--- src/rtl/spi_cmd_decoder_pkg.sv ---
// spi_cmd_decoder shared definitions.
// FSM state encoding, command-byte layout and width helpers.
package spi_cmd_decoder_pkg;

    typedef enum logic [2:0] {
        ST_IDLE,
        ST_CMD,
        ST_ADDR,
        ST_DATA,
        ST_DISCARD
    } state_t;

    localparam int RW_BIT = 7;

    function automatic int addr_bytes(input int w);
        return (w + 7) / 8;
    endfunction

    function automatic int bcast_id(input int id_w);
        return (1 << id_w) - 1;
    endfunction

endpackage

--- src/rtl/spi_cmd_decoder_addr_shift.sv ---
// spi_cmd_decoder address register.
// MSB-first byte assembly plus wrapping post-increment.
module spi_cmd_decoder_addr_shift #(
    parameter int ADDR_W = 15
) (
    input  logic              i_clk,
    input  logic              i_rst_n,
    input  logic              i_shift,
    input  logic [7:0]        i_byte,
    input  logic              i_inc,
    output logic [ADDR_W-1:0] o_addr
);

    logic [ADDR_W-1:0] r_addr;
    logic [ADDR_W-1:0] w_shifted;

    generate
        if (ADDR_W > 8) begin : g_wide
            assign w_shifted = {r_addr[ADDR_W-9:0], i_byte};
        end else begin : g_narrow
            assign w_shifted = i_byte[ADDR_W-1:0];
        end
    endgenerate

    // Shift in address bytes, or step to the next register (wraps).
    always_ff @(posedge i_clk or negedge i_rst_n) begin
        if (!i_rst_n) begin
            r_addr <= '0;
        end else if (i_shift) begin
            r_addr <= w_shifted;
        end else if (i_inc) begin
            r_addr <= r_addr + ADDR_W'(1);
        end
    end

    assign o_addr = r_addr;

endmodule

--- src/rtl/spi_cmd_decoder.sv ---
// spi_cmd_decoder: SPI byte-stream command/address/data decoder.
// Define SPI_CMD_AUTOINC_EN to post-increment the address in bursts.
module spi_cmd_decoder
    import spi_cmd_decoder_pkg::*;
#(
    parameter int              ADDR_W    = 15,
    parameter int              ID_W      = 7,
    parameter int              MAX_BURST = 64,
    parameter logic [ID_W-1:0] BCAST_ID  = ID_W'(bcast_id(ID_W))
) (
    input  logic              iCLK,
    input  logic              RST_N,
    input  logic [ID_W-1:0]   my_id,
    input  logic              write_enable_mask,
    input  logic              start_of_transfer,
    input  logic              end_of_transfer,
    input  logic [7:0]        data_in_value,
    input  logic              data_in_ready,
    input  logic              data_out_request,
    output logic [ADDR_W-1:0] ram_address_out,
    output logic [7:0]        ram_data_out,
    output logic              address_strobe,
    output logic              ram_read_strobe,
    output logic              ram_write_strobe,
    output logic              id_match,
    output logic              xfer_active,
    output logic              burst_overflow
);

    localparam int AB = addr_bytes(ADDR_W);
    localparam int CW = $clog2(MAX_BURST + 1);

`ifdef SPI_CMD_AUTOINC_EN
    localparam bit AUTOINC = 1'b1;
`else
    localparam bit AUTOINC = 1'b0;
`endif

    state_t      r_state;
    logic        r_rw;
    logic [2:0]  r_abyte;
    logic [CW-1:0] r_cnt;
    logic        r_inc_pend;
    logic        r_pref;
    logic        r_id_match;
    logic        r_xfer;
    logic        r_ovf;
    logic [7:0]  r_data;
    logic        r_astb;
    logic        r_rstb;
    logic        r_wstb;

    logic [ID_W-1:0] w_id;
    logic        w_rw;
    logic        w_match;
    logic        w_bcast_rd;
    logic        w_cmd;
    logic        w_shift;
    logic        w_full;
    logic        w_rd_req;
    logic        w_inc;

    assign w_id       = data_in_value[ID_W-1:0];
    assign w_rw       = data_in_value[RW_BIT];
    assign w_match    = (w_id == my_id) || (w_id == BCAST_ID);
    assign w_bcast_rd = (w_id == BCAST_ID) && !w_rw;
    assign w_cmd      = data_in_ready
                      && (start_of_transfer || r_state == ST_CMD);
    assign w_shift    = data_in_ready && !start_of_transfer
                      && r_state == ST_ADDR;
    assign w_full     = r_cnt == CW'(MAX_BURST);
    assign w_rd_req   = data_out_request && !start_of_transfer
                      && r_state == ST_DATA && !r_rw && !w_full;
    assign w_inc      = AUTOINC && (r_inc_pend || w_rd_req);

    spi_cmd_decoder_addr_shift #(
        .ADDR_W (ADDR_W)
    ) u_addr (
        .i_clk   (iCLK),
        .i_rst_n (RST_N),
        .i_shift (w_shift),
        .i_byte  (data_in_value),
        .i_inc   (w_inc),
        .o_addr  (ram_address_out)
    );

    // Frame sequencer: command, address, data phases and strobes.
    always_ff @(posedge iCLK or negedge RST_N) begin
        if (!RST_N) begin
            r_state    <= ST_IDLE;
            r_rw       <= 1'b0;
            r_abyte    <= '0;
            r_cnt      <= '0;
            r_inc_pend <= 1'b0;
            r_pref     <= 1'b0;
            r_id_match <= 1'b0;
            r_xfer     <= 1'b0;
            r_ovf      <= 1'b0;
            r_data     <= '0;
            r_astb     <= 1'b0;
            r_rstb     <= 1'b0;
            r_wstb     <= 1'b0;
        end else begin
            r_astb     <= 1'b0;
            r_wstb     <= 1'b0;
            r_rstb     <= r_pref;
            r_pref     <= 1'b0;
            r_inc_pend <= 1'b0;
            if (start_of_transfer) begin
                r_state    <= ST_CMD;
                r_xfer     <= 1'b1;
                r_cnt      <= '0;
                r_abyte    <= '0;
                r_ovf      <= 1'b0;
                r_id_match <= 1'b0;
            end
            if (w_cmd) begin
                r_rw       <= w_rw;
                r_id_match <= w_match;
                r_state    <= (w_match && !w_bcast_rd) ? ST_ADDR
                                                       : ST_DISCARD;
            end else if (!start_of_transfer) begin
                case (r_state)
                    ST_ADDR: begin
                        if (data_in_ready) begin
                            r_abyte <= r_abyte + 3'd1;
                            if (r_abyte == 3'(AB - 1)) begin
                                r_astb  <= 1'b1;
                                r_pref  <= !r_rw;
                                r_state <= ST_DATA;
                            end
                        end
                    end
                    ST_DATA: begin
                        if (r_rw && data_in_ready) begin
                            if (w_full) begin
                                r_state <= ST_DISCARD;
                                r_ovf   <= 1'b1;
                            end else begin
                                r_cnt      <= r_cnt + CW'(1);
                                r_inc_pend <= 1'b1;
                                if (write_enable_mask) begin
                                    r_wstb <= 1'b1;
                                    r_data <= data_in_value;
                                end
                            end
                        end else if (!r_rw && data_out_request) begin
                            if (w_full) begin
                                r_state <= ST_DISCARD;
                                r_ovf   <= 1'b1;
                            end else begin
                                r_cnt  <= r_cnt + CW'(1);
                                r_rstb <= 1'b1;
                            end
                        end
                    end
                    default: ;
                endcase
            end
            if (end_of_transfer && !start_of_transfer) begin
                r_state <= ST_IDLE;
                r_xfer  <= 1'b0;
            end
        end
    end

    assign ram_data_out     = r_data;
    assign address_strobe   = r_astb;
    assign ram_read_strobe  = r_rstb;
    assign ram_write_strobe = r_wstb;
    assign id_match         = r_id_match;
    assign xfer_active      = r_xfer;
    assign burst_overflow   = r_ovf;

endmodule

--- config.mk ---
export PLATFORM = sky130hd
export DESIGN_NAME = spi_cmd_decoder
export DESIGN_NICKNAME = d
export VERILOG_FILES = /design/src/rtl/spi_cmd_decoder_pkg.sv /design/src/rtl/spi_cmd_decoder_addr_shift.sv /design/src/rtl/spi_cmd_decoder.sv
export SDC_FILE = /design/constraint.sdc
export NUM_CORES = 1
export LEC_CHECK = 0
export ABC_CLOCK_PERIOD_IN_PS = 4700
export CAP_MARGIN = 15
export CORE_MARGIN = 10
export CORE_UTILIZATION = 26
export DETAILED_ROUTE_END_ITERATION = 12
export GPL_TIMING_DRIVEN = 0
export PLACE_DENSITY_LB_ADDON = 0.3
export RECOVER_POWER = 25
export SLEW_MARGIN = 5
export SYNTH_ARGS = -nofsm -noshare
export SYNTH_HDL_FRONTEND = slang
export SYNTH_HIERARCHICAL = 1
export SYNTH_SLANG_ARGS = --single-unit
export TNS_END_PERCENT = 30
--- constraint.sdc ---
create_clock -name iCLK -period 4.7 [get_ports iCLK]
set_clock_uncertainty 0.1 [all_clocks]
set_input_delay 1.41 -clock iCLK [delete_from_list [all_inputs] [get_ports iCLK]]
set_output_delay 1.41 -clock iCLK [all_outputs]
set_load 0.01 [all_outputs]
# --- Yosys cells after proc, flatten, opt, wreduce, memory -nomap -nowiden ---
# Index checks and enable logic that the tools add are counted.
word_totals:
  register_bits: 44
  n_memories: 0
  latch_bits: 0
  out_inout_bits: 29
  input_bits: 22
  mem_bits_rw: 0
  romBits: 0
op_classes:
  n_lt_le_gt_ge: 0
  n_div: 0
  n_addsub: 2
  mux: 56
  bitwise_logic: 3
  n_shift: 0
  n_reduce_logical: 17
  multipliers: 0
  eq_ne: 7
ops:
  columns: ["cell", "count"]
  rows:
  - ["two-way mux 7 bit", 7]
  - ["two-way mux 3 bit", 15]
  - ["two-way mux 1 bit", 33]
  - ["equality test 7 bit (second input constant)", 2]
  - ["logical AND 1 bit", 8]
  - ["adder 7 x 1 -> 7 bit (second input constant)", 1]
  - ["equality test 7 bit", 1]
  - ["equality test 3 x 1 -> 1 bit (second input constant)", 2]
  - ["equality test 3 x 2 -> 1 bit (second input constant)", 2]
  - ["case mux 3 bit (2 select lines)", 1]
  - ["AND reduction 6 bit", 1]
  - ["logical NOT 1 bit", 4]
  - ["nonzero test 2 bit", 2]
  - ["adder 3 x 1 -> 3 bit (second input constant)", 1]
  - ["inverter 1 bit", 3]
  - ["logical OR 1 bit", 2]

# --- Depth between registers and ports, before layout ---
# Gate-level depths: netlist of the first run.
logic_depth:
  depth_word: 8
  depth_mapped: 7
  ltp_nobuf: 6

# --- Modules after synthesis ---
# Netlist of the first run, hierarchy kept.
modules_own_cells:
  columns: ["module", "seq_area_each_um2", "area_each_um2", "cells_per_inst", "n_inst"]
  rows:
  - ["spi_cmd_decoder", 725.7, 1500.2, 143, 1]
  - ["spi_cmd_decoder_addr_shift", 375.4, 922.1, 103, 1]

# --- Least setup slack after synthesis of the first run ---
# Ideal clock, no wire load.
synth_timing:
  path_type: "input port to flip-flop"
  from: "in start_of_transfer"
  to: "reg u_addr.r_addr[8], in the netlist u_addr/o_addr[8]"
  required_time_ps: 4456
  n_path_buf: 2
  arrival_time_ps: 2535
  path_slack_ps: 1921
  stages: 6
  path_cell_list: "clkbuf_1 > nor2_1 > clkbuf_1 > clkinv_1 > o311ai_0 > o311ai_1"
synth_via:
  elab_chain_cells: 3
synth_lines:
  columns: ["item", "line_no", "source"]
  rows:
  - ["start: declaration", "spi_cmd_decoder.sv:15", "input logic start_of_transfer,"]
  - ["logical NOT 1 bit", "spi_cmd_decoder.sv:69", "assign w_shift = data_in_ready && !start_of_transfer"]
  - ["logical AND 1 bit", "spi_cmd_decoder.sv:69", null]
  - ["logical AND 1 bit", "spi_cmd_decoder.sv:70", "&& r_state == ST_ADDR;"]
  - ["via w_shift", "spi_cmd_decoder.sv:58", "logic w_shift;"]
  - ["end signal: assignment", "spi_cmd_decoder_addr_shift.sv:30", "r_addr <= w_shifted;"]
  - ["end signal: assignment", "spi_cmd_decoder_addr_shift.sv:32", "r_addr <= r_addr + ADDR_W'(1);"]
  - ["end: declaration", "spi_cmd_decoder_addr_shift.sv:14", "logic [ADDR_W-1:0] r_addr;"]
# The timed path passes the listed nets, and every way through them passes these cells.
# A chain may end at the register's enable or synchronous reset.

# --- Worst setup path after layout of the first run ---
# Ends and elaborated chain as after synthesis.

==> summary.txt, run 1 <==
WORST HOLD PATH
--------------------------------------------------------------------------------------------------------
Hold path startpoint ......................................................................  xfer_active
Hold Crit Depth ...........................................................................            1
Path class of the lowest-slack min-delay path ............................................. register to register
WHS Endpoint ..............................................................................  xfer_active

OUTCOME
--------------------------------------------------------------------------------------------------------
Result of the run ......................................................................... complete, but fails checks
Violated checks ........................................................................... max-capacitance violations, max-slew violations

CRITICAL PATH
--------------------------------------------------------------------------------------------------------
Worst endpoint data arrival time ..........................................................      3.67 ns
Setup slack of the most critical reg-to-reg path ..........................................      2.33 ns
Type of element capturing the critical path ...............................................     register
Kind of start point of the critical path ..................................................    input pin
Critical path class ....................................................................... input pin to register
Slowest cell delay on critical path .......................................................      0.50 ns
Critical-path top delay cell .............................................................. clkdlybuf4s50_1
CP cell instances ......................................................................... clkdlybuf4s50_1 > clkbuf_1 > nor2_1 > clkbuf_1 > clkinv_1 > o311ai_0 > o311ai_1
Family with the most delay on the worst path .............................................. buffers and inverters
R2r endpoint .............................................................................. ram_data_out[6]
Count of buffer and inverter cells on the critical path ...................................            4
Startpoint of the worst-slack reg-to-reg timing path ......................................     r_cnt[0]
Worst Path Max Fanout .....................................................................           10
Required time of the critical path ........................................................      4.77 ns
Cell repeated most along the worst path ...................................................     clkbuf_1
Cell count of the worst reg-to-reg path ...................................................            7

FLOW RUN
--------------------------------------------------------------------------------------------------------
Reported max-cap violation count ..........................................................            1

ROUTE
--------------------------------------------------------------------------------------------------------
Avg Vias per Cell .........................................................................         5.01
Drt pass-1 iters ..........................................................................            4
Average routed wire per standard cell .....................................................      15.8 um
Remaining routing DRC violations ..........................................................            0
Remaining antenna violation count after routing ...........................................            0
Total Wirelength ..........................................................................      6560 um
Detailed-route via count ..................................................................        2,078
Iter 0 DRT Violations .....................................................................           93

FINISH
--------------------------------------------------------------------------------------------------------
Core Util, Final ..........................................................................        34.3%
Antenna diode instance count ..............................................................            0
Final #Nets ...............................................................................          331
Synth-to-layout area growth ...............................................................        29.5%
Fraction of final layout cells sized beyond drive strength 1 ..............................        8.88%
Filler cell count in the final layout .....................................................          933
Final std cells w/o fill ..................................................................          415

YOSYS
--------------------------------------------------------------------------------------------------------
Top area cells in the synthesized netlist ................................................. dfrtp_1 (45%), mux2_2 (4.2%), xor2_1 (4.0%)
Number of warnings printed during yosys synthesis .........................................            6
Number of enable-type register cells in the synthesized netlist ...........................            0
Proportion of netlist area held by the largest area contributor ...........................        45.5%
Number of distinct library cells after synthesis ..........................................           51
Dominant register cell in the synthesized netlist .........................................      dfrtp_1
Cell accounting for the most synthesized area .............................................      dfrtp_1
Most used standard cells in the synthesized netlist ....................................... dfrtp_1 (44), nand2_1 (25), o21ai_0 (14)
Synthesized area divided by synthesized cell count ........................................   9.85 sq um
Most used standard cell by instance count after synthesis .................................      dfrtp_1
Post-synthesis instance area .............................................................. 0.00242 sq mm
Sequential-to-total area share from yosys stat ............................................        45.5%
Asr flop ratio synth ......................................................................         100%
Total nets after synthesis ................................................................          273
Flip-flop and latch count after synthesis .................................................           44
Synthesized instance count ................................................................          246

CLOCKING
--------------------------------------------------------------------------------------------------------
Post-cts hold buffer count ................................................................            0
Clock Tree Buf Depth ......................................................................            2
CTS tree ..................................................................................         done
Number of buffers created by CTS ..........................................................            5
Total number of H-tree levels .............................................................            2
Post-CTS clock slew at the launch and capture registers of the worst setup and hold paths .      0.09 ns
Clock insertion delay at the later pin of the skew report .................................      0.30 ns
Clock sink total ..........................................................................           44
Number of post-CTS setup repair buffers ...................................................            0
Number of gates resized after cts .........................................................            0
Clock tree root driver cell ...............................................................     clkbuf_8

STA
--------------------------------------------------------------------------------------------------------
Post-route fraction of the period consumed by the critical path ...........................        76.6%
Relative max-transition margin ............................................................       -7.72%
TNS Setup .................................................................................         0 ns
Max-slew violation total from the final report ............................................           29
Final setup violating endpoints ...........................................................            0
F_max .....................................................................................      278 MHz
RSZ-0062 raised after global routing ......................................................           no
Final count of hold timing violations .....................................................            0
Transition time of the tightest slew-check pin ............................................      1.62 ns
Shortest period the worst path allows .....................................................      3.60 ns

PLACED DESIGN
--------------------------------------------------------------------------------------------------------
Placer Congestion .........................................................................        0.771
Number of placed instances with taps included .............................................          408
Sum of net half-perimeters after detailed placement .......................................      4960 um
Port Buffers ..............................................................................           50

GLOBAL ROUTE
--------------------------------------------------------------------------------------------------------
Global-route wire length before repair ....................................................    11,200 um
Initial antenna violation count ...........................................................            0
Number of global-route vias before repair .................................................        2,151
Congestion Overflow GR ....................................................................            0
Pin count of the biggest net entering global routing ......................................           29
Global Route Usage Sum ....................................................................        10.3%

FLOORPLANNING
--------------------------------------------------------------------------------------------------------
Floorplan core area ....................................................................... 0.00915 sq mm
FP Rows ...................................................................................           35
Initial cell density of the core ..........................................................        26.5%
Die W .....................................................................................       117 um
Ports placed on the boundary ..............................................................           51
Die H .....................................................................................       117 um
Die area .................................................................................. 0.0136 sq mm

POWER AND IR DROP
--------------------------------------------------------------------------------------------------------
Peak VDD IR ...............................................................................     0.125 mV
Power density over the cells ..............................................................  296 mW/mm^2
Reported leakage power ....................................................................   0.00129 uW

==> through the flow <==
step / power (uW) / hold WS, ns / setup slack (ns) / cell area, sq um
CTS: 946 / 0.395 / 1.16 / 3150
global placement: 702 / 0.363 / 0.728 / 3060
global route: 988 / 0.413 / 0.822 / 3140
detailed placement: 709 / 0.366 / 0.834 / 3080
finish: 930 / 0.392 / 1.10 / 3140
floorplan: 572 / 0.313 / 1.92 / 2420
==> logic make-up after synthesis <==
kind of cell / count (synthesis) / share of synthesized area (%)
multiplexers: 10 / 4.60
AO/OA/AOI/OAI: 50 / 13.4
other: 1 / 0.155
flip-flops: 44 / 45.5
adder cells (fa/ha/maj): 5 / 2.58
AND/OR/NAND/NOR: 104 / 25.9
XOR/XNOR: 13 / 4.70
buffers and inverters: 19 / 3.25
==> state kept, by name, summed over array words and instances, names as in the netlist <==
name and cells:
ram_read_strobe 1, r_pref 1, ram_data_out 8, r_rw 1
burst_overflow 1, u_addr/o_addr 15, r_cnt 7, r_abyte 3
address_strobe 1, r_state 3, ram_write_strobe 1, xfer_active 1
id_match 1
==> metal layers <==
metal	vias up	global-route usage, %	routed length, um
li1	1019	-	-
met1	1014	13.0	3110
met2	41	16.4	3050
met3	4	3.08	324
met4	0	3.25	65
met5	-	0	0
==> power by group <==
group | internal (uW) | total, uW | switching, uW
Combinational | 115 | 228 | 114
Sequential | 413 | 470 | 57.7
Clock | 101 | 231 | 129
==> area by class of cell <==
type,instances,area (sq um),area share [%]
timing repair buffer,51,498,15.9
inverter,9,33.8,1.08
multi-input combinational,183,1240,39.6
clock inverter,1,5.00,0.160
buffer,10,45.0,1.44
sequential,44,1100,35.1
tap,111,139,4.43
clock buffer,6,72.6,2.31
==> cell usage in the layout (no fill, tap or decap), drive strengths merged, types with 4 or more instances in the layout <==
| cell type | Yosys | layout |
|---|---|---|
| clkdlybuf4s50 | 0 | 49 |
| dfrtp | 44 | 44 |
| nand2 | 25 | 25 |
| o21ai | 14 | 14 |
| clkbuf | 5 | 13 |
| nand3 | 12 | 12 |
| a21oi | 12 | 12 |
| xor2 | 11 | 11 |
| or4 | 10 | 10 |
| mux2 | 9 | 9 |
| nor2 | 9 | 9 |
| inv | 8 | 8 |
| nand4 | 8 | 8 |
| nor2b | 7 | 7 |
| o211ai | 6 | 6 |
| or2 | 6 | 6 |
| ha | 5 | 5 |
| buf | 5 | 5 |
| o311ai | 5 | 5 |
| o41ai | 4 | 4 |
==> how the worst max path moves through the flow <==
| stage | end | from | slack [ns] | depth (start not counted) |
|---|---|---|---|---|
| after CTS | u_addr/o_addr[8] | start_of_transfer | 1.16 | 7 |
| after floorplan | u_addr/o_addr[8] | start_of_transfer | 1.92 | 6 |
| after detailed placement | u_addr/o_addr[8] | start_of_transfer | 0.83 | 7 |
| after global routing | u_addr/o_addr[8] | start_of_transfer | 0.82 | 7 |
| final | u_addr/o_addr[8] | start_of_transfer | 1.10 | 7 |
| after global placement | r_cnt[4] | RST_N | 0.73 | 1 |
No activity file was read; power rests on OpenSTA's default activity.
==> run 2, diff against run 1 <==
ABC_CLOCK_PERIOD_IN_PS = 3100   (was 4700)
clock period = 3.1 ns   (was 4.7 ns; I/O delays follow)
==> run 2 against run 1 <==
Net effect:
- the flow now finishes without violations
- sequential share of layout area shrank 0.15 points
- critical endpoint unchanged
- hold slack is essentially flat
- non-clock buffer count stayed put
- total power increased by 52%
- global-route usage unchanged
- largest cell class unchanged
- die area unchanged
- largest power group unchanged
==> summary.txt, run 2 (synthesis gave the netlist of run 1 again) <==
OUTCOME
--------------------------------------------------------------------------------------------------------
Result of the run ......................................................................... complete, no violations

CLOCKING
--------------------------------------------------------------------------------------------------------
Post-cts hold buffer count ................................................................            0   unchanged
Clock Tree Buf Depth ......................................................................            2   unchanged
Post-CTS clock slew at the launch and capture registers of the worst setup and hold paths .      0.09 ns   about the same
Clock insertion delay at the later pin of the skew report .................................      0.30 ns   about the same
Number of gates resized after cts .........................................................            0   unchanged
Total number of H-tree levels .............................................................            2   unchanged
Number of post-CTS setup repair buffers ...................................................            0   unchanged
CTS tree ..................................................................................         done
Number of buffers created by CTS ..........................................................            5   unchanged
Clock tree root driver cell ...............................................................     clkbuf_8
Clock sink total ..........................................................................           44   unchanged

FINISH
--------------------------------------------------------------------------------------------------------
Core Util, Final ..........................................................................        34.4%   +0.15 points
Filler cell count in the final layout .....................................................          930   -0.32%
Commonest cells after routing, fill and taps aside ........................................ clkdlybuf4s50_1 (49), dfrtp_1 (44), nand2_1 (25)
Most frequent standard cell in the layout excluding fill and tap cells .................... clkdlybuf4s50_1
Fraction of final layout cells sized beyond drive strength 1 ..............................        9.87%   +0.99 points
Number of flip-flops in the largest register ..............................................           15   unchanged
Final #Nets ...............................................................................          331   unchanged
Register Area ............................................................................. 0.00110 sq mm   unchanged
Multi-input logic area .................................................................... 0.00124 sq mm   +0.20%
Synth-to-layout area growth ...............................................................        30.1%
Antenna diode instance count ..............................................................            0   unchanged

STA
--------------------------------------------------------------------------------------------------------
Final count of hold timing violations .....................................................            0   unchanged
RSZ-0062 raised after global routing ......................................................           no
F_max .....................................................................................      356 MHz
Transition time of the tightest slew-check pin ............................................      1.33 ns   -0.286 ns
Shortest period the worst path allows .....................................................      2.81 ns
Final setup violating endpoints ...........................................................            0   unchanged
Post-route fraction of the period consumed by the critical path ...........................        90.7%
Relative max-transition margin ............................................................        11.2%   +19 points
Max-slew violation total from the final report ............................................            0   -100%

ROUTE
--------------------------------------------------------------------------------------------------------
Remaining routing DRC violations ..........................................................            0   unchanged
Remaining antenna violation count after routing ...........................................            0   unchanged
Drt pass-1 iters ..........................................................................            4   unchanged
Average routed wire per standard cell .....................................................      15.8 um   +0.26%
Detailed-route via count ..................................................................        2,083   +0.24%
Avg Vias per Cell .........................................................................         5.02   +0.24%
Iter 0 DRT Violations .....................................................................           85   -8.6%
Total Wirelength ..........................................................................      6570 um   +0.26%

CRITICAL PATH
--------------------------------------------------------------------------------------------------------
Required time of the critical path ........................................................      3.17 ns   -1.60 ns
Worst Setup EP ............................................................................ u_addr/o_addr[8]
Cell count of the worst reg-to-reg path ...................................................            7   unchanged
Critical path class ....................................................................... input pin to register
Startpoint of the worst-slack reg-to-reg timing path ......................................     r_cnt[0]
Worst Path Max Fanout .....................................................................           10   unchanged
Kind of start point of the critical path ..................................................    input pin
Worst endpoint data arrival time ..........................................................      2.88 ns   -0.79 ns
Critical path startpoint .................................................................. data_in_ready
Setup slack of the most critical reg-to-reg path ..........................................      0.72 ns   -1.61 ns
R2r endpoint .............................................................................. ram_data_out[6]
Type of element capturing the critical path ...............................................     register

FLOORPLANNING
--------------------------------------------------------------------------------------------------------
Ports placed on the boundary ..............................................................           51   unchanged
FP Rows ...................................................................................           35   unchanged
Initial cell density of the core ..........................................................        26.5%   unchanged
Floorplan core area ....................................................................... 0.00915 sq mm   unchanged
Die H .....................................................................................       117 um   unchanged
Die W .....................................................................................       117 um   unchanged
Die area .................................................................................. 0.0136 sq mm   unchanged

PLACED DESIGN
--------------------------------------------------------------------------------------------------------
Sum of net half-perimeters after detailed placement .......................................      4960 um   unchanged
Placer Congestion .........................................................................        0.771   unchanged
Port Buffers ..............................................................................           50   unchanged

POWER AND IR DROP
--------------------------------------------------------------------------------------------------------
Combinational share of power ..............................................................        24.5%   about the same
Peak VDD IR ...............................................................................     0.189 mV   +51%
Total power of the final layout ...........................................................      1410 uW   +52%
Internal power ............................................................................       954 uW   +52%
Power density over the cells ..............................................................  448 mW/mm^2   +51%
Proportion of power drawn by flip-flops and latches .......................................        50.5%   about the same
Switching part of the total power .........................................................        32.4%   about the same
Reported leakage power ....................................................................   0.00130 uW   +1.4%
Proportion of power drawn by the clock network ............................................        24.9%   about the same
Net Switching .............................................................................       457 uW   +52%

GLOBAL ROUTE
--------------------------------------------------------------------------------------------------------
Number of global-route vias before repair .................................................        2,151   unchanged
Global-route wire length before repair ....................................................    11,200 um   unchanged
Initial antenna violation count ...........................................................            0   unchanged
Pin count of the biggest net entering global routing ......................................           29   unchanged
Congestion Overflow GR ....................................................................            0   unchanged
Global Route Usage Sum ....................................................................        10.3%   unchanged

WORST HOLD PATH
--------------------------------------------------------------------------------------------------------
Path class of the lowest-slack min-delay path ............................................. register to register

FLOW RUN
--------------------------------------------------------------------------------------------------------
Reported max-cap violation count ..........................................................            0   -1

run 2: cell types whose count changed in the layout (fill, tap and decap cells not counted), sizes merged:
| cell | change |
|---|---|
| clkbuf | -1 |
| dlymetal6s2s | +1 |
run 2: how the worst min path moves through the flow:
stage                 from              end  slack [ns]  depth (start not counted)
3_5_place_dp        r_pref  ram_read_strobe        0.37                          1
4_1_cts        xfer_active      xfer_active        0.40                          1
2_1_floorplan       r_pref  ram_read_strobe        0.31                          1
6_report       xfer_active      xfer_active        0.39                          1
3_3_place_gp   xfer_active      xfer_active        0.36                          1
5_1_grt        xfer_active      xfer_active        0.41                          1
run 2: metrics by stage:
| stage | instances | worst slack, ns | cell area (sq um) | setup TNS [ns] | hold WS (ns) |
|---|---|---|---|---|---|
| 2_1_floorplan | 246 | 0.801 | 2420 | 0 | 0.313 |
| 3_3_place_gp | 407 | -0.392 | 3060 | -19.17 | 0.363 |
| 3_5_place_dp | 408 | -0.286 | 3080 | -2.26 | 0.366 |
| 4_1_cts | 415 | 0.0373 | 3150 | 0 | 0.395 |
| 5_1_grt | 415 | 0.0429 | 3150 | 0 | 0.413 |
| 6_report | 415 | 0.288 | 3150 | 0 | 0.391 |
run 2: critical path: stages:
cell and delay [ns]:
clkdlybuf4s50_1 0.62, nand4bb_1 0.20, nor2_2 0.23, clkbuf_2 0.28, clkinv_1 0.27, o311ai_0 0.19, o311ai_1 0.16
run 2: area by class of cell:
type	count	area share, %
buffer	10	1.51
clock buffer	6	2.30
clock inverter	1	0.159
inverter	9	1.07
multi-input combinational	183	39.5
sequential	44	34.9
tap	111	4.41
timing repair buffer	51	16.1
run 2: routing by layer:
metal / global-route usage (%) / vias up / routed length, um
li1: - / 1022 / -
met1: 13.0 / 1019 / 3130
met2: 16.4 / 38 / 3060
met3: 3.08 / 4 / 314
met4: 3.25 / 0 / 65
met5: 0 / - / 0
run 2: power by group through the flow:
| stage | Clock [uW] | Combinational (uW) | Sequential, uW |
|---|---|---|---|
| 3_5_place_dp | 0 | 350 | 725 |
| 5_1_grt | 388 | 385 | 726 |
| 3_3_place_gp | 0 | 341 | 723 |
| 4_1_cts | 369 | 351 | 714 |
| 6_report | 352 | 346 | 713 |
| 2_1_floorplan | 0 | 145 | 722 |
